--- config.mk ---
export PLATFORM = sky130hd
export DESIGN_NAME = serial_frame_tx_flat
export DESIGN_NICKNAME = d
export VERILOG_FILES = /design/src/rtl/serial_frame_tx_if.sv /design/src/rtl/serial_frame_tx.sv /design/src/flat_wrapper.sv
export SDC_FILE = /design/constraint.sdc
export NUM_CORES = 1
export LEC_CHECK = 0
export BUFFER_PORTS_ARGS = -buffer_cell sky130_fd_sc_hd__buf_2
export CORE_ASPECT_RATIO = 0.75
export CORE_UTILIZATION = 39
export DETAILED_ROUTE_END_ITERATION = 8
export HOLD_SLACK_MARGIN = 0.03
export SYNTH_ARGS = -nofsm -noshare
export SYNTH_HDL_FRONTEND = slang
export SYNTH_SLANG_ARGS = --single-unit
--- constraint.sdc ---
create_clock -name clk -period 2.65 [get_ports clk]
set_input_delay 0.53 -clock clk [delete_from_list [all_inputs] [get_ports clk]]
set_output_delay 0.53 -clock clk [all_outputs]
set_load 0.005 [all_outputs]
--- src/rtl/serial_frame_tx_if.sv ---
// rtl/serial_frame_tx_if.sv - word handshake into the serial frame transmitter
interface serial_frame_tx_if #(
  parameter int DATA_W = 8
);
  logic [DATA_W-1:0] tx_data;
  logic              tx_valid;
  logic              tx_ready;

  modport master (output tx_data, output tx_valid, input tx_ready);
  modport slave  (input tx_data, input tx_valid, output tx_ready);
endinterface

--- src/rtl/serial_frame_tx.sv ---
// rtl/serial_frame_tx.sv - start/data(LSB first)/stop single-wire frame transmitter
module serial_frame_tx #(
  parameter int DATA_W       = 8,
  parameter int CLKS_PER_BIT = 4
) (
  input  logic                    clk,
  input  logic                    rst,
  serial_frame_tx_if.slave        s_if,
  output logic                    tx,
  output logic                    busy
);
  localparam logic [1:0] S_IDLE  = 2'd0;
  localparam logic [1:0] S_START = 2'd1;
  localparam logic [1:0] S_DATA  = 2'd2;
  localparam logic [1:0] S_STOP  = 2'd3;

  localparam int CW = (CLKS_PER_BIT > 1) ? $clog2(CLKS_PER_BIT) : 1;
  localparam int BW = (DATA_W > 1) ? $clog2(DATA_W) : 1;
  localparam logic [CW-1:0] CYC_LAST = CW'(CLKS_PER_BIT - 1);
  localparam logic [BW-1:0] BIT_LAST = BW'(DATA_W - 1);

  logic [1:0]        state_q, state_d;
  logic [CW-1:0]     cyc_q, cyc_d;
  logic [BW-1:0]     bit_q, bit_d;
  logic [DATA_W-1:0] shift_q, shift_d, shift_nxt;
  logic              tx_q, tx_d;
  logic              busy_q, busy_d;

  assign s_if.tx_ready = (state_q == S_IDLE);
  assign tx            = tx_q;
  assign busy          = busy_q;
  assign shift_nxt     = shift_q >> 1;

  // tx_d is the line value for the cycle after this edge, so every
  // transition loads the first value of the bit it enters.
  always_comb begin
    state_d = state_q;
    cyc_d   = cyc_q;
    bit_d   = bit_q;
    shift_d = shift_q;
    tx_d    = tx_q;
    busy_d  = busy_q;
    case (state_q)
      S_IDLE: begin
        tx_d   = 1'b1;
        busy_d = 1'b0;
        if (s_if.tx_valid) begin
          shift_d = s_if.tx_data;
          cyc_d   = '0;
          state_d = S_START;
          tx_d    = 1'b0;
          busy_d  = 1'b1;
        end
      end
      S_START: begin
        if (cyc_q == CYC_LAST) begin
          cyc_d   = '0;
          bit_d   = '0;
          state_d = S_DATA;
          tx_d    = shift_q[0];
        end else begin
          cyc_d = cyc_q + CW'(1);
        end
      end
      S_DATA: begin
        if (cyc_q == CYC_LAST) begin
          cyc_d   = '0;
          shift_d = shift_nxt;
          if (bit_q == BIT_LAST) begin
            state_d = S_STOP;
            tx_d    = 1'b1;
          end else begin
            bit_d = bit_q + BW'(1);
            tx_d  = shift_nxt[0];
          end
        end else begin
          cyc_d = cyc_q + CW'(1);
        end
      end
      default: begin
        if (cyc_q == CYC_LAST) begin
          cyc_d   = '0;
          state_d = S_IDLE;
          tx_d    = 1'b1;
          busy_d  = 1'b0;
        end else begin
          cyc_d = cyc_q + CW'(1);
        end
      end
    endcase
  end

  always_ff @(posedge clk) begin
    if (rst) begin
      state_q <= S_IDLE;
      cyc_q   <= '0;
      bit_q   <= '0;
      shift_q <= '0;
      tx_q    <= 1'b1;
      busy_q  <= 1'b0;
    end else begin
      state_q <= state_d;
      cyc_q   <= cyc_d;
      bit_q   <= bit_d;
      shift_q <= shift_d;
      tx_q    <= tx_d;
      busy_q  <= busy_d;
    end
  end
endmodule

--- src/flat_wrapper.sv ---
// flat-port wrapper written by rule: the top's interface ports become plain ports
module serial_frame_tx_flat 
#(
  parameter int DATA_W       = 8,
  parameter int CLKS_PER_BIT = 4
)
  (clk, rst, tx, busy, s_if_tx_data, s_if_tx_valid, s_if_tx_ready);
  serial_frame_tx_if #(.DATA_W(DATA_W)) s_if_i ();
  input  logic clk;
  input  logic rst;
  output logic tx;
  output logic busy;
  input wire logic [$bits(s_if_i.tx_data)-1:0] s_if_tx_data;
  input wire logic [$bits(s_if_i.tx_valid)-1:0] s_if_tx_valid;
  output wire logic [$bits(s_if_i.tx_ready)-1:0] s_if_tx_ready;
  assign s_if_i.tx_data = s_if_tx_data;
  assign s_if_i.tx_valid = s_if_tx_valid;
  assign s_if_tx_ready = s_if_i.tx_ready;
  serial_frame_tx #(.DATA_W(DATA_W), .CLKS_PER_BIT(CLKS_PER_BIT)) u_core (.clk(clk), .rst(rst), .s_if(s_if_i), .tx(tx), .busy(busy));
endmodule
==> flow_summary.json, run 1 <==
{
  "status": "completed",
  "synth_compound_area_share_pct": 17.2,
  "port_buffers": 13,
  "synth_area_mm2": 0.00107,
  "grt_setup_unrepaired": "no",
  "ys_seq_area_share_pct": 31.7,
  "worst-path-max-fanout": 15,
  "layout_common_cells": "dfxtp_1, buf_2, a31oi_1, nor3_1",
  "grt_pass1_wl_um": 3660,
  "drt-initial-drc-count": 71,
  "cpPeakStageDelay_ps": 590,
  "path_cells": "inv_1 > ha_1 > nor2b_2 > a221oi_4 > mux2_4",
  "mostFrequentLayoutCell": "dfxtp_1",
  "cts-buffers-inserted": 3,
  "ff_latch_area_um2": 340,
  "worstSetupStartpointType": "flip-flop",
  "ctsHoldBuffers": 0,
  "yosys-top-cells-area": "dfxtp_1, ha_1, mux2_2, a31oi_1, mux2_4",
  "core_mm2": 0.00260,
  "fin_nets": 143,
  "synth_top_cell_area_share_pct": 31.7,
  "finalSetupTns_ps": 0,
  "wire_per_inst_um": 14.3,
  "fin_skew_ps": 6.41,
  "die-area_mm2": 0.00297,
  "setup_ws_ps": 593,
  "cp.required_ps": 2840,
  "cts_setup_buffers": 0,
  "floorplan.initialDensity_pct": 41.3,
  "min_period_ps": 2060,
  "worstSetupPathType": "flip-flop to flip-flop",
  "synthAdderAreaFrac_pct": 8.15,
  "globalplace.congestion": 0.726,
  "setup_viol": 0,
  "synth-seq-cells": 17,
  "viasPerCell": 5.57,
  "cts_resized": 0,
  "hpwl_um": 1550,
  "synth_edf_count": 0,
  "track_usage_pct": 16.6,
  "root_buffer": "clkbuf_4",
  "fin_crit_sh_pct": 77.6,
  "drc": 0,
  "whs_ps": 483,
  "synthXorXnorAreaFrac_pct": 0,
  "areaGrowthSynthToFinish_pct": 6.64,
  "postRouteWirelength_um": 2280,
  "cts-htree-levels": 1,
  "max_freq_ghz": 0.486,
  "report.final.hold_viol_count": 0,
  "clk_pin_slew_worst_paths_ps": 110,
  "ir_drop_v": 0.000491,
  "leakagePower_nw": 0.448,
  "gr-total-overflow": 0,
  "yosysWarnings": 0,
  "diodes": 0,
  "drv_cap": 0,
  "p_total_mw": 1.13,
  "die_h_um": 47.5,
  "rows": 16,
  "pin_count": 14,
  "synth_top_area_cell": "dfxtp_1",
  "power.density_mw_per_mm2": 989,
  "drt_first_pass_iters": 4,
  "synthFlopType": "dfxtp_1",
  "maxSlewHeadroom_pct": 41.4,
  "fillers": 254,
  "die_w_um": 62.6,
  "drive_gt1_share_pct": 25.8,
  "synth_top_family_by_area": "simple AND/OR/NAND/NOR gates",
  "end_kind": "flip-flop",
  "cts_tree": "yes",
  "multi_input_area_um2": 658,
  "synth_mux_area_share_pct": 10.4,
  "place_ws_ps": 607,
  "yosys.area_share.simple_pct": 25.5,
  "synth_cells": 116,
  "insertion_delay_ps": 290,
  "worst_pin_slew_ps": 879,
  "synth_area_per_cell_um2": 9.27,
  "drv_slew": 0,
  "vias": 891,
  "hp-class": "flip-flop to flip-flop",
  "slowest_stage": "nor2b_2",
  "grt_pass1_vias": 749,
  "antenna_found_initial": 0,
  "synthesis.nets": 134,
  "cp.arrival_ps": 2250,
  "clock_path_buffers": 2,
  "ys_types": 35,
  "grt_max_degree": 21,
  "ant_nets": 0,
  "ys_async_sr_fraction_pct": 0,
  "clock_sinks": 17
}
[cell type report]
cell class | count | share of cell area, %
flip-flops and latches | 17 | 29.7
repair buffers | 13 | 5.68
inverters | 3 | 0.983
multi-input cells | 87 | 57.4
clock buffers | 4 | 2.29
well taps | 36 | 3.93
[per-stage QoR]
step	cell area (um^2)	instances	utilization, %
final	1150	160	44.0
after detailed placement	1120	156	43.0
after global routing	1150	160	44.0
after global placement	1120	156	43.0
after CTS	1150	160	44.0
after floorplan	1070	116	-
[worst max-delay path, delay by kind of cell, from the launching register on]
kind	cells	cell delay, ps
muxes	1	340
DFF	1	340
buffers and inverters	1	100
adders and majority gates	1	510
AOI/OAI and AO/OA	1	80
and+or+nand+nor	1	590
[report_power, final]
group          switching (mW)  total [mW]  internal (mW)
Combinational           0.327       0.592          0.265
Clock                  0.0860       0.145         0.0586
Sequential             0.0533       0.397          0.344
[path summary, 6_finish.rpt]
| path | depth (start not counted) | slack [ps] | start | endpoint |
|---|---|---|---|---|
| worst max-delay path | 5 | 590 | u_core.state_q[0]$_SDFFE_PP0P_ | u_core.state_q[0]$_SDFFE_PP0P_ |
| worst max register to register | 5 | 590 | u_core.state_q[0]$_SDFFE_PP0P_ | u_core.state_q[0]$_SDFFE_PP0P_ |
| worst min-delay path | 2 | 480 | u_core.bit_q[1]$_SDFFE_PP0P_ | u_core.bit_q[1]$_SDFFE_PP0P_ |
| worst min register to register | 2 | 480 | u_core.bit_q[1]$_SDFFE_PP0P_ | u_core.bit_q[1]$_SDFFE_PP0P_ |
[sequential cells by signal, summed over array words and instances (netlist names)]
register / cells
u_core.busy: 1
u_core.cyc_q: 2
u_core.shift_q: 8
u_core.bit_q: 3
u_core.tx: 1
u_core.state_q: 2
[synthesized netlist by cell type (2+ instances only)]
cell type	count
nand3b_1	2
o21ai_1	6
nor4_2	2
nand2b_1	7
and3b_1	2
mux2_4	3
inv_1	2
mux2_2	5
a21oi_1	7
dfxtp_1	17
a31oi_1	8
and2_1	3
buf_6	3
nand2_1	3
nor4_1	5
a21o_1	2
ha_1	7
buf_2	4
nor3_1	8
nor2_1	5
[cell families after synthesis]
group	count (synthesis)
muxes	9
AOI/OAI and AO/OA	27
and+or+nand+nor	44
DFF	17
buffers and inverters	12
adders and majority gates	7
[routing by layer]
layer / vias to the layer above / GRT usage [%] / wire (um)
met3: 4 / 5.00 / 100
li1: 442 / - / -
met2: 20 / 25.0 / 1020
met1: 425 / 23.3 / 1140
met5: - / 0 / 0
met4: 0 / 4.19 / 21
Power figures use the tool's default switching activity.
==> inputs of run 2 (changes only) <==
- clock period: 2.65 -> 1.7 ns (I/O delays scaled with it)
==> run 2 against run 1 <==
Combinational power increased by 77%; via count is 1.0% higher; clock power grew 46%.
==> flow_summary.json, run 2 (synthesized netlist as in run 1, its figures left out) <==
{
  "ctsHoldBuffers": 0,
  "finalSetupTns_ps": 0,
  "drt_first_pass_iters": 4,
  "root_buffer": "clkbuf_4",
  "vias": 900,
  "drive_gt1_share_pct": 32.8,
  "globalplace.congestion": 0.787,
  "end_kind": "output port",
  "whs_ps": 374,
  "drt-initial-drc-count": 80,
  "grt_pass1_wl_um": 3730,
  "cts_setup_buffers": 0,
  "maxSlewHeadroom_pct": 72.8,
  "fillers": 261,
  "diodes": 0,
  "drc": 0,
  "top_regs": "u_core.shift_q (8), u_core.bit_q (3)",
  "worstSetupPathType": "flip-flop to output port",
  "track_usage_pct": 16.8,
  "drv_cap": 0,
  "cts-buffers-inserted": 3,
  "cts-htree-levels": 1,
  "leakagePower_nw": 0.489,
  "worst-path-max-fanout": 8,
  "grt_pass1_vias": 815,
  "dp.cells": 163,
  "cts_tree": "yes",
  "grt_max_degree": 21,
  "antenna_found_initial": 0,
  "min_period_ps": 1600,
  "areaGrowthSynthToFinish_pct": 14.1,
  "worst_pin_slew_ps": 397,
  "cp.arrival_ps": 1260,
  "clk_pin_slew_worst_paths_ps": 90,
  "gr-total-overflow": 0,
  "largest_register_ff_count": 8,
  "mostFrequentLayoutCell": "dfxtp_1",
  "fin_skew_ps": 1.93,
  "worstSetupStartpointType": "flip-flop",
  "hp-class": "primary input to flip-flop",
  "ff_latch_area_um2": 343,
  "clock_sinks": 17,
  "cp.required_ps": 1360,
  "postRouteWirelength_um": 2300,
  "setup_viol": 0,
  "hpwl_um": 1740,
  "ir_drop_v": 0.000806,
  "multi_input_area_um2": 671,
  "top_register": "u_core.shift_q",
  "insertion_delay_ps": 280,
  "placed_area_mm2": 0.00118,
  "die-area_mm2": 0.00297,
  "power.density_mw_per_mm2": 1540,
  "grt_setup_unrepaired": "no",
  "clock_path_buffers": 2,
  "drv_slew": 0,
  "layout_common_cells": "dfxtp_1, buf_2, a31oi_1, nor3_1",
  "fin_crit_sh_pct": 94.3,
  "fin_cells": 167,
  "die_h_um": 47.5,
  "port_buffers": 13,
  "fin_area_mm2": 0.00123,
  "wire_per_inst_um": 13.8,
  "report.final.hold_viol_count": 0,
  "status": "completed",
  "core_mm2": 0.00260,
  "ant_nets": 0,
  "max_freq_ghz": 0.624,
  "pin_count": 14,
  "viasPerCell": 5.39,
  "rows": 16,
  "floorplan.initialDensity_pct": 41.3,
  "die_w_um": 62.6,
  "fin_nets": 150
}
run 2: metal layers:
metal  vias to the layer above  wire (um)  GRT usage [%]
met3                         2        109           6.19
met5                         -          0              0
met1                       430       1050           20.2
li1                        454          -              -
met2                        14       1130           29.3
met4                         0         13           4.65
run 2: power breakdown:
group	switching (mW)	internal, mW
combinational	0.541	0.505
sequential	0.0865	0.540
clock	0.121	0.0911
run 2: what timing repair did:
| item | 4_1_cts | 5_1_grt |
|---|---|---|
| resized for setup | 0 | 4 |
| hold endpoints to repair | 0 | 0 |
| endpoints found under the setup margin | 0 | 4 |
run 2: path summary, 6_finish.rpt:
kind                                                      from                              to  slack (ps)  cells past startpoint
worst max register to register    u_core.cyc_q[0]$_SDFFE_PP0N_  u_core.state_q[0]$_SDFFE_PP0P_         100                      4
worst min register to register    u_core.bit_q[1]$_SDFFE_PP0P_    u_core.bit_q[1]$_SDFFE_PP0P_         480                      2
worst min-delay path                             s_if_tx_valid        u_core.busy$_SDFFE_PP0P_         370                      3
worst max-delay path            u_core.state_q[0]$_SDFFE_PP0P_                   s_if_tx_ready         100                      4
run 2: critical path, stage by stage, from the launching register on:
cell	delay [ps]
dfxtp_2	350
inv_1	70
ha_1	250
buf_4	180
buf_2	130
run 2: through the flow:
stage               power, mW  util (%)  setup slack [ps]
detailed placement       1.65      45.5              73.0
CTS                      1.87      46.5              46.4
global placement         1.62      45.5               138
finish                   1.88      47.1              96.8
floorplan                1.41         -               144
global route             2.03      47.1              12.5
run 2: cell type report:
class | count | area share (%)
Multi-Input combinational cell | 87 | 54.7
Sequential cell | 17 | 28.0
Inverter | 3 | 0.918
Clock buffer | 4 | 2.14
Timing Repair Buffer | 20 | 10.6
Tap cell | 36 | 3.67
